[src/rtl/regfile_mp_sb_pkg.sv]
// ---------------------------------------------------------------------------
// regfile_mp_sb_pkg
//   Shared constants for the parametrised integer register file. Decode and
//   writeback share these so that the data width and the hardwired-zero
//   register number live in one place.
//   Contents:
//     XLEN_DEF  default data width of each register
//     REG_ZERO  architectural register number of the hardwired zero register
//     NRD_MAX   largest supported number of read ports
// ---------------------------------------------------------------------------
package regfile_mp_sb_pkg;

  localparam int         XLEN_DEF = 32;
  localparam logic [4:0] REG_ZERO = 5'd0;
  localparam int         NRD_MAX  = 4;

endpackage : regfile_mp_sb_pkg

[src/rtl/regfile_scoreboard.sv]
// ---------------------------------------------------------------------------
// regfile_scoreboard
//   Per-register pending-write bits. Issue reserves a destination, writeback
//   releases it. Bit 0 is constant zero and has no flop.
//   Ports:
//     clk       rising-edge clock
//     rst_n     asynchronous active-low reset, clears every bit
//     wr_en     writeback strobe (release)
//     wr_addr   register being released
//     rsv_en    issue-stage reservation strobe
//     rsv_addr  register being reserved
//     sb        current pending bit of every register
//     any_busy  registered OR of all pending bits
// ---------------------------------------------------------------------------
module regfile_scoreboard
  import regfile_mp_sb_pkg::*;
#(
  parameter int NREGS = 32,
  parameter int AW    = 5
) (
  input  logic             clk,
  input  logic             rst_n,
  input  logic             wr_en,
  input  logic [AW-1:0]    wr_addr,
  input  logic             rsv_en,
  input  logic [AW-1:0]    rsv_addr,
  output logic [NREGS-1:0] sb,
  output logic             any_busy
);

  logic [NREGS-1:0] sb_next;

  assign sb[0]      = 1'b0;
  assign sb_next[0] = 1'b0;

  for (genvar i = 1; i < NREGS; i++) begin : g_bit
    logic set_bit;
    logic clr_bit;
    logic q;

    assign set_bit = rsv_en && (rsv_addr == AW'(i));
    assign clr_bit = wr_en  && (wr_addr  == AW'(i));

    // A reservation and a release hitting the same register on one edge
    // leave the bit set: the reservation belongs to a newer producer than
    // the value being written back.
    assign sb_next[i] = set_bit | (q & ~clr_bit);

    // Pending bit flop for register i.
    always_ff @(posedge clk or negedge rst_n) begin
      if (!rst_n) begin
        q <= 1'b0;
      end else begin
        q <= sb_next[i];
      end
    end

    assign sb[i] = q;
  end

  // any_busy is registered from the next-state vector so it changes on the
  // same edge as the scoreboard bits themselves, not one cycle later.
  always_ff @(posedge clk or negedge rst_n) begin
    if (!rst_n) begin
      any_busy <= 1'b0;
    end else begin
      any_busy <= |sb_next[NREGS-1:1];
    end
  end

endmodule : regfile_scoreboard

[src/rtl/regfile_mp_sb.sv]
// ---------------------------------------------------------------------------
// regfile_mp_sb
//   Parametrised integer register file with NRD combinational read ports,
//   one write port, optional write-to-read bypass and a pending-write
//   scoreboard for RAW hazard detection at decode. Register 0 reads as zero
//   and is never busy.
//   Ports:
//     clk       rising-edge clock
//     rst_n     asynchronous active-low reset
//     rd_addr   read addresses, port k at [k*AW +: AW]
//     rd_data   read data, port k at [k*XLEN +: XLEN]
//     rd_busy   port k's register has a pending write
//     wr_en     writeback write strobe
//     wr_addr   writeback destination
//     wr_data   writeback value
//     rsv_en    issue-stage reservation strobe
//     rsv_addr  destination being reserved
//     any_busy  OR of all scoreboard bits (pipeline drain indicator)
// ---------------------------------------------------------------------------
module regfile_mp_sb
  import regfile_mp_sb_pkg::*;
#(
  parameter int XLEN   = XLEN_DEF,
  parameter int NREGS  = 32,
  parameter int AW     = 5,
  parameter int NRD    = 2,
  parameter int BYPASS = 1
) (
  input  logic              clk,
  input  logic              rst_n,
  input  logic [NRD*AW-1:0] rd_addr,
  output logic [NRD*XLEN-1:0] rd_data,
  output logic [NRD-1:0]    rd_busy,
  input  logic              wr_en,
  input  logic [AW-1:0]     wr_addr,
  input  logic [XLEN-1:0]   wr_data,
  input  logic              rsv_en,
  input  logic [AW-1:0]     rsv_addr,
  output logic              any_busy
);

  // Reject inconsistent geometry at elaboration time.
  if ((NREGS < 2) || (AW != $clog2(NREGS)) || ((1 << AW) != NREGS)) begin : g_bad_geom
    $error("regfile_mp_sb: NREGS must be a power of two >= 2 and AW must equal clog2(NREGS)");
  end
  if ((NRD < 1) || (NRD > NRD_MAX)) begin : g_bad_nrd
    $error("regfile_mp_sb: NRD must be between 1 and 4");
  end

  localparam bit BYP = (BYPASS != 0);

  logic [XLEN-1:0]  mem [NREGS];
  logic [NREGS-1:0] sb;

  regfile_scoreboard #(
    .NREGS (NREGS),
    .AW    (AW)
  ) u_sb (
    .clk      (clk),
    .rst_n    (rst_n),
    .wr_en    (wr_en),
    .wr_addr  (wr_addr),
    .rsv_en   (rsv_en),
    .rsv_addr (rsv_addr),
    .sb       (sb),
    .any_busy (any_busy)
  );

  assign mem[0] = '0;

  for (genvar i = 1; i < NREGS; i++) begin : g_reg
    logic [XLEN-1:0] q;

    // Data flop for register i; writes to register 0 never match here.
    always_ff @(posedge clk or negedge rst_n) begin
      if (!rst_n) begin
        q <= '0;
      end else if (wr_en && (wr_addr == AW'(i))) begin
        q <= wr_data;
      end
    end

    assign mem[i] = q;
  end

  for (genvar k = 0; k < NRD; k++) begin : g_rd
    logic [AW-1:0] addr;
    logic          is_zero;
    logic          byp_hit;
    logic          rsv_hit;

    assign addr    = rd_addr[k*AW +: AW];
    assign is_zero = (addr == '0);
    // Bypass is suppressed while reset is held so a strobe driven during
    // reset cannot leak onto the read data.
    assign byp_hit = BYP && rst_n && wr_en && !is_zero && (wr_addr == addr);
    assign rsv_hit = rsv_en && (rsv_addr == addr);

    // A bypassed value is by definition released, unless a newer producer
    // is reserving the same register in this very cycle.
    always_comb begin
      rd_data[k*XLEN +: XLEN] = mem[addr];
      rd_busy[k]              = sb[addr];
      if (is_zero) begin
        rd_data[k*XLEN +: XLEN] = '0;
        rd_busy[k]              = 1'b0;
      end else if (byp_hit) begin
        rd_data[k*XLEN +: XLEN] = wr_data;
        rd_busy[k]              = rsv_hit;
      end
    end
  end

endmodule : regfile_mp_sb
[config.mk]
export PLATFORM = sky130hd
export DESIGN_NAME = regfile_mp_sb
export DESIGN_NICKNAME = d
export VERILOG_FILES = /design/src/rtl/regfile_mp_sb_pkg.sv /design/src/rtl/regfile_scoreboard.sv /design/src/rtl/regfile_mp_sb.sv
export SDC_FILE = /design/constraint.sdc
export NUM_CORES = 2
export LEC_CHECK = 0
export CORE_MARGIN = 1.5
export CORE_UTILIZATION = 62
export CTS_CLUSTER_DIAMETER = 120
export CTS_CLUSTER_SIZE = 14
export DETAILED_ROUTE_END_ITERATION = 10
export GPL_TIMING_DRIVEN = 0
export PLACE_DENSITY = 0.91
export SLEW_MARGIN = 20
export SYNTH_ARGS = -nofsm -noshare
export SYNTH_HDL_FRONTEND = slang
export SYNTH_SLANG_ARGS = --single-unit
export TNS_END_PERCENT = 20
[constraint.sdc]
create_clock -name clk -period 4.8 [get_ports clk]
set_input_delay 0.48 -clock clk [delete_from_list [all_inputs] [get_ports clk]]
set_output_delay 0.48 -clock clk [all_outputs]
set_load 0.02 [all_outputs]
* Yosys cells after proc, flatten, opt, wreduce, memory -nomap -nowiden
Cells that the tools add are included. Widths: inputs -> output; s select.
Storage, ports and cells: flip-flop bits (word level) 1024, input bits 56, output and inout port bits 67, logic and storage cells 320
Operators by class: magnitude comparators 4, eq/ne operators 66, mux-type cells 18, bitwise logic cells 95, reductions and logical operators 74
Operator list (count):
- $bmux 32 s5 | 2
- $mux 32 | 8
- $eq 5x5->1 const B | 32
- $eq 5x4->1 const B | 16
- $logic_and 1x1->1 | 69
- $eq 5x3->1 const B | 8
- $and 1x1->1 | 31
- $not 1->1 | 31
- $or 1x1->1 | 31
- $reduce_or 31->1 | 1
- $eq 5x2->1 const B | 4
- $eq 5x5->1 | 4
- $ge 6x6->1 const B | 2
- $lt 5x6->1 const B | 2
- $not 5->6 | 2
- $bmux 1 s5 | 2
- $eq 5x1->1 const B | 2
- $logic_not 5->1 | 2
- $mux 1 | 6
- $logic_not 1->1 | 2

* Logic depth before layout (Yosys ltp)
depth in word-level cells 6, gate-level depth with buffers 9, gate-level depth less buffers 5

* By module
Synthesis repeated with hierarchy kept, for this count alone.
Second synthesis, totals: cell total of the unflattened synthesis 3837, area total of the unflattened synthesis 55913.6 um^2
By module, submodules not included:
- regfile_mp_sb | times used 1, cells each 3672, area each 54293.3 um^2, seq. area each 24823.8 um^2
- regfile_scoreboard | times used 1, cells each 165, area each 1620.3 um^2, seq. area each 800.8 um^2

* Worst setup path before layout
No wires, ideal clock.
kind input -> output, from input rd_addr[5], to output rd_busy[1], arrival time 2.199 ns, required time 4.320 ns, path slack 2.121 ns, stages 9, path buffers 5, cells stage by stage buf_2 -> buf_4 -> buf_4 -> buf_4 -> buf_4 -> xor2_1 -> nor4_1 -> a31oi_1 -> a41oi_1
On the way: cells in the longest elaborated chain, start to end 6, elaborated cells between the ends (all ways) 11, those cells by class eq/ne: 2; mux: 4; reduce/logical: 5
RTL lines:
- start: declaration | RTL line regfile_mp_sb.sv:31 | input logic [NRD*AW-1:0] rd_addr,
- parallel branches: the longest is 5 deep, another holds $bmux 1 s5
- $mux 1 * | RTL line regfile_mp_sb.sv:104 | if (is_zero) begin
- end: declaration | RTL line regfile_mp_sb.sv:33 | output logic [NRD-1:0] rd_busy,
Every way passes the cells marked *. The select of a mux whose other input is x is not followed.

* Final worst setup path
from input rd_addr[7], to output rd_data[48]
On the way: cells in the longest elaborated chain, start to end 6, elaborated cells between the ends (all ways) 11, those cells by class eq/ne: 1; mux: 5; bitwise: 1; reduce/logical: 4
RTL lines:
- $not 5->6 (not written as such) or $logic_not 5->1 (tied branches) | RTL line regfile_mp_sb.sv:102, regfile_mp_sb.sv:93
- $bmux 32 s5 or $logic_not 1->1 (tied branches) | RTL line regfile_mp_sb.sv:102, regfile_mp_sb.sv:96
- $mux 32 (not written as such) or $logic_and 1x1->1 (tied branches) (2 in series) | RTL line regfile_mp_sb.sv:102, regfile_mp_sb.sv:96
- $mux 32 | RTL line regfile_mp_sb.sv:107 | end else if (byp_hit) begin
- $mux 32 * | RTL line regfile_mp_sb.sv:104
- end: declaration | RTL line regfile_mp_sb.sv:32 | output logic [NRD*XLEN-1:0] rd_data,
Mark *: on every way between the ends. The rest lies on a longest branch, timed or not. The select of a mux whose other input is x is not followed.

==> flow_summary_export.csv <==
group,metric,value,unit
outcome,status,"finished, violations left",
outcome,violations,"setup timing",
clock_tree,cts_root_buffer,"clkbuf_16",
global_routing,grtUsageTotal,0.5068,
power_and_ir_drop,p_leak,26.36,nW
synth,synth_cells,4058,
run,timing.max_cap.violations,0,
clock_tree,cts_sinks,1024,
die,start_util,0.6249,
clock_tree,post_cts_buffers,0,
min_path,hold_class,"input pin to register",
placed_design,gp_congestion,1.085,
routing,ant_nets,0,
placed_design,dp_hpwl,173.8,mm
routing,first_pass_iters,8,
sta,slew_viol_final,0,
synth,avgSynthCellArea,13.86,um2
die,rows,110,
setup_path,endpoint_kind,"output port",
sta,hold_slack,0.4364,ns
clock_tree,cts_buffer_depth,3,
placed_design,place_ws,-0.7886,ns
global_routing,grt_pass1_vias,42601,
global_routing,grt_first_pass_wirelength,325.2,mm
finish,final_area,61790,um2
setup_path,critPathMaxFanout,10,
sta,fin_skew,0.01819,ns
die,coreArea,90010,um2
sta,maxSlewHeadroom,0.1489,
finish,final_cell_mix,"mux2_2 (1179), dfrtp_1 (1024), mux4_2 (365)",
setup_path,worst_setup_path_start_kind,"input pin",
die,dieArea,92540,um2
finish,fillers,6080,
routing,finalWirelength,234.9,mm
synth,synth-edff-count,0,
synth,synthDistinctLibCells,65,
min_path,min_from,"wr_addr[3]",
routing,drc_errors,0,
synth,syn-cell-area,56250,um2
finish,fin_cells,5464,
placed_design,portBuffers,110,
clock_tree,tritoncts,"done",
placed_design,dpl.cell_count,5352,
routing,wl_per_cell,42.99,um
clock_tree,path_clk_slew,0.08,ns
setup_path,arrival,4.65,ns
global_routing,grt_overflow,0,
sta,finalSetupViolCount,42,
synth,synthFlopType,"dfrtp_1",
routing,viasPerCell,7.885,
power_and_ir_drop,p_per_area,401.4,nW/um2
global_routing,grt_max_degree,156,
synth,yosys_warnings,0,
clock_tree,htree_levels,3,
setup_path,r2r_start,"u_sb.g_bit[6].q$_DFF_PN0_",
sta,period_share,1.069,
sta,worstMarginPinSlew,1.277,ns
sta,report.final.hold_viol_count,0,
power_and_ir_drop,vdd_drop_max,0.2830,mV
synth,synth-seq-cells,1024,
finish,nNetsFinal,4321,
die,dieHeight,304.2,um
synth,synth.net_count,4114,
die,die_w,304.2,um
synth,yosysSeqAreaShare,0.4555,
setup_path,critPathKind,"input pin to output port",
placed_design,postPlaceCellArea,59060,um2
finish,drive_gt1_frac,0.4514,
clock_tree,clk_latency,0.69,ns
routing,vias,43084,
sta,layout_setup_ws,-0.3336,ns
synth,async_reset_ff_frac,1.000,
sta,finalCriticalPeriod,5.134,ns
routing,drt_iter0_markers,7330,
sta,rsz0062_at_grt,"true",
finish,post-route-util,0.6864,
global_routing,antenna_found_initial,29,
finish,final_common_cell,"mux2_2",
sta,max_freq,0.1948,GHz
die,io_pins,123,
setup_path,cp-startpoint,"rd_addr[7]",
clock_tree,cts_made_buffers,83,
setup_path,required,4.32,ns
finish,synthToLayoutAreaGrowth,9.845,%
## flip-flops by register name, summed over array words and instances, names as in the netlist
name           cells
u_sb.any_busy      1
u_sb.g_bit.q      31
g.q              992
## Yosys cell counts, drive strengths merged, types with 30 or more instances
master / instances / area share
o22ai: 46 / 0.0051
mux2i: 97 / 0.017
o221ai: 71 / 0.011
dfrtp: 1024 / 0.46
mux4: 365 / 0.15
a211oi: 30 / 0.0040
mux2: 1192 / 0.24
o21ai: 91 / 0.0081
nor2b: 48 / 0.0053
a22oi: 52 / 0.0069
clkbuf: 231 / 0.015
a21oi: 83 / 0.0074
buf: 212 / 0.021
nand2: 154 / 0.010
nor2: 40 / 0.0027
## per-stage QoR
stage | total power, mW | TNS, ns
floorplan | 15.49 | 0
global placement | 17.62 | -
detailed placement | 17.92 | -17.13
CTS | 24.29 | -0.9836
global route | 25.32 | -0.2641
finish | 24.80 | -4.735
## cell type report
type,instances,area (um2),area share
Clock buffer,86,2152,0.03483
Multi-Input combinational cell,2578,28770,0.4656
Clock inverter,5,73.82,0.001195
Tap cell,1176,1471,0.02381
Sequential cell,1024,25620,0.4147
Buffer,440,2118,0.03428
Antenna cell,17,42.54,0.0006885
Timing Repair Buffer,125,1488,0.02408
Inverter,13,48.80,0.0007897
## power by group
part / internal, mW / leakage (nW) / total [mW] / switching, mW
registers: 10.3 / 13.1 / 11.8 / 1.43
logic: 3.36 / 12.2 / 6.55 / 3.18
clock network: 3.18 / 1.09 / 6.50 / 3.32
## worst paths after layout
kind	end	slack [ns]	depth (start not counted)
setup / recovery	rd_data[48]	-0.33	8
hold / removal	g_reg[12].q[31]$_DFFE_PN0P_	0.44	3
setup reg to reg	u_sb.any_busy$_DFF_PN0_	2.72	4
hold reg to reg	g_reg[3].q[2]$_DFFE_PN0P_	0.52	1
max in group asynchronous	g_reg[26].q[19]$_DFFE_PN0P_	2.81	4
min in group asynchronous	g_reg[25].q[9]$_DFFE_PN0P_	0.62	3
## routing by layer
layer,vias to the layer above,GRT usage,routed length [um]
li1,16020,-,-
met1,22268,0.6424,82360
met2,3836,0.6798,95440
met3,930,0.2752,40110
met4,30,0.3034,16600
met5,-,0,375
## timing repair
item / in CTS / in global routing
cloned: 1 / 1
hold endpoints to repair: 127 / 0
gates resized for setup: 44 / 53
hold buffers: 4 / 0
setup endpoints to repair: 57 / 54
## worst max-delay path, stage by stage
cell,delay [ns]
clkdlybuf4s50_1,0.88
nand2b_1,0.69
clkbuf_2,0.44
a211oi_1,0.12
nor3_1,0.71
a311oi_1,0.14
a21oi_2,0.47
clkdlybuf4s50_1,0.70
## cells by family (layout without fill, tap and decap cells)
kind of cell / Yosys count / count (layout) / synth area share
muxes: 1654 / 1654 / 0.4020
DFF: 1024 / 1024 / 0.4555
AOI/OAI and AO/OA: 554 / 554 / 0.07089
buffers and inverters: 456 / 669 / 0.03724
and+or+nand+nor: 350 / 350 / 0.03119
xor gates and xnor gates: 20 / 20 / 0.003114
other: 0 / 17 / 0
Power figures use the tool's default switching activity.
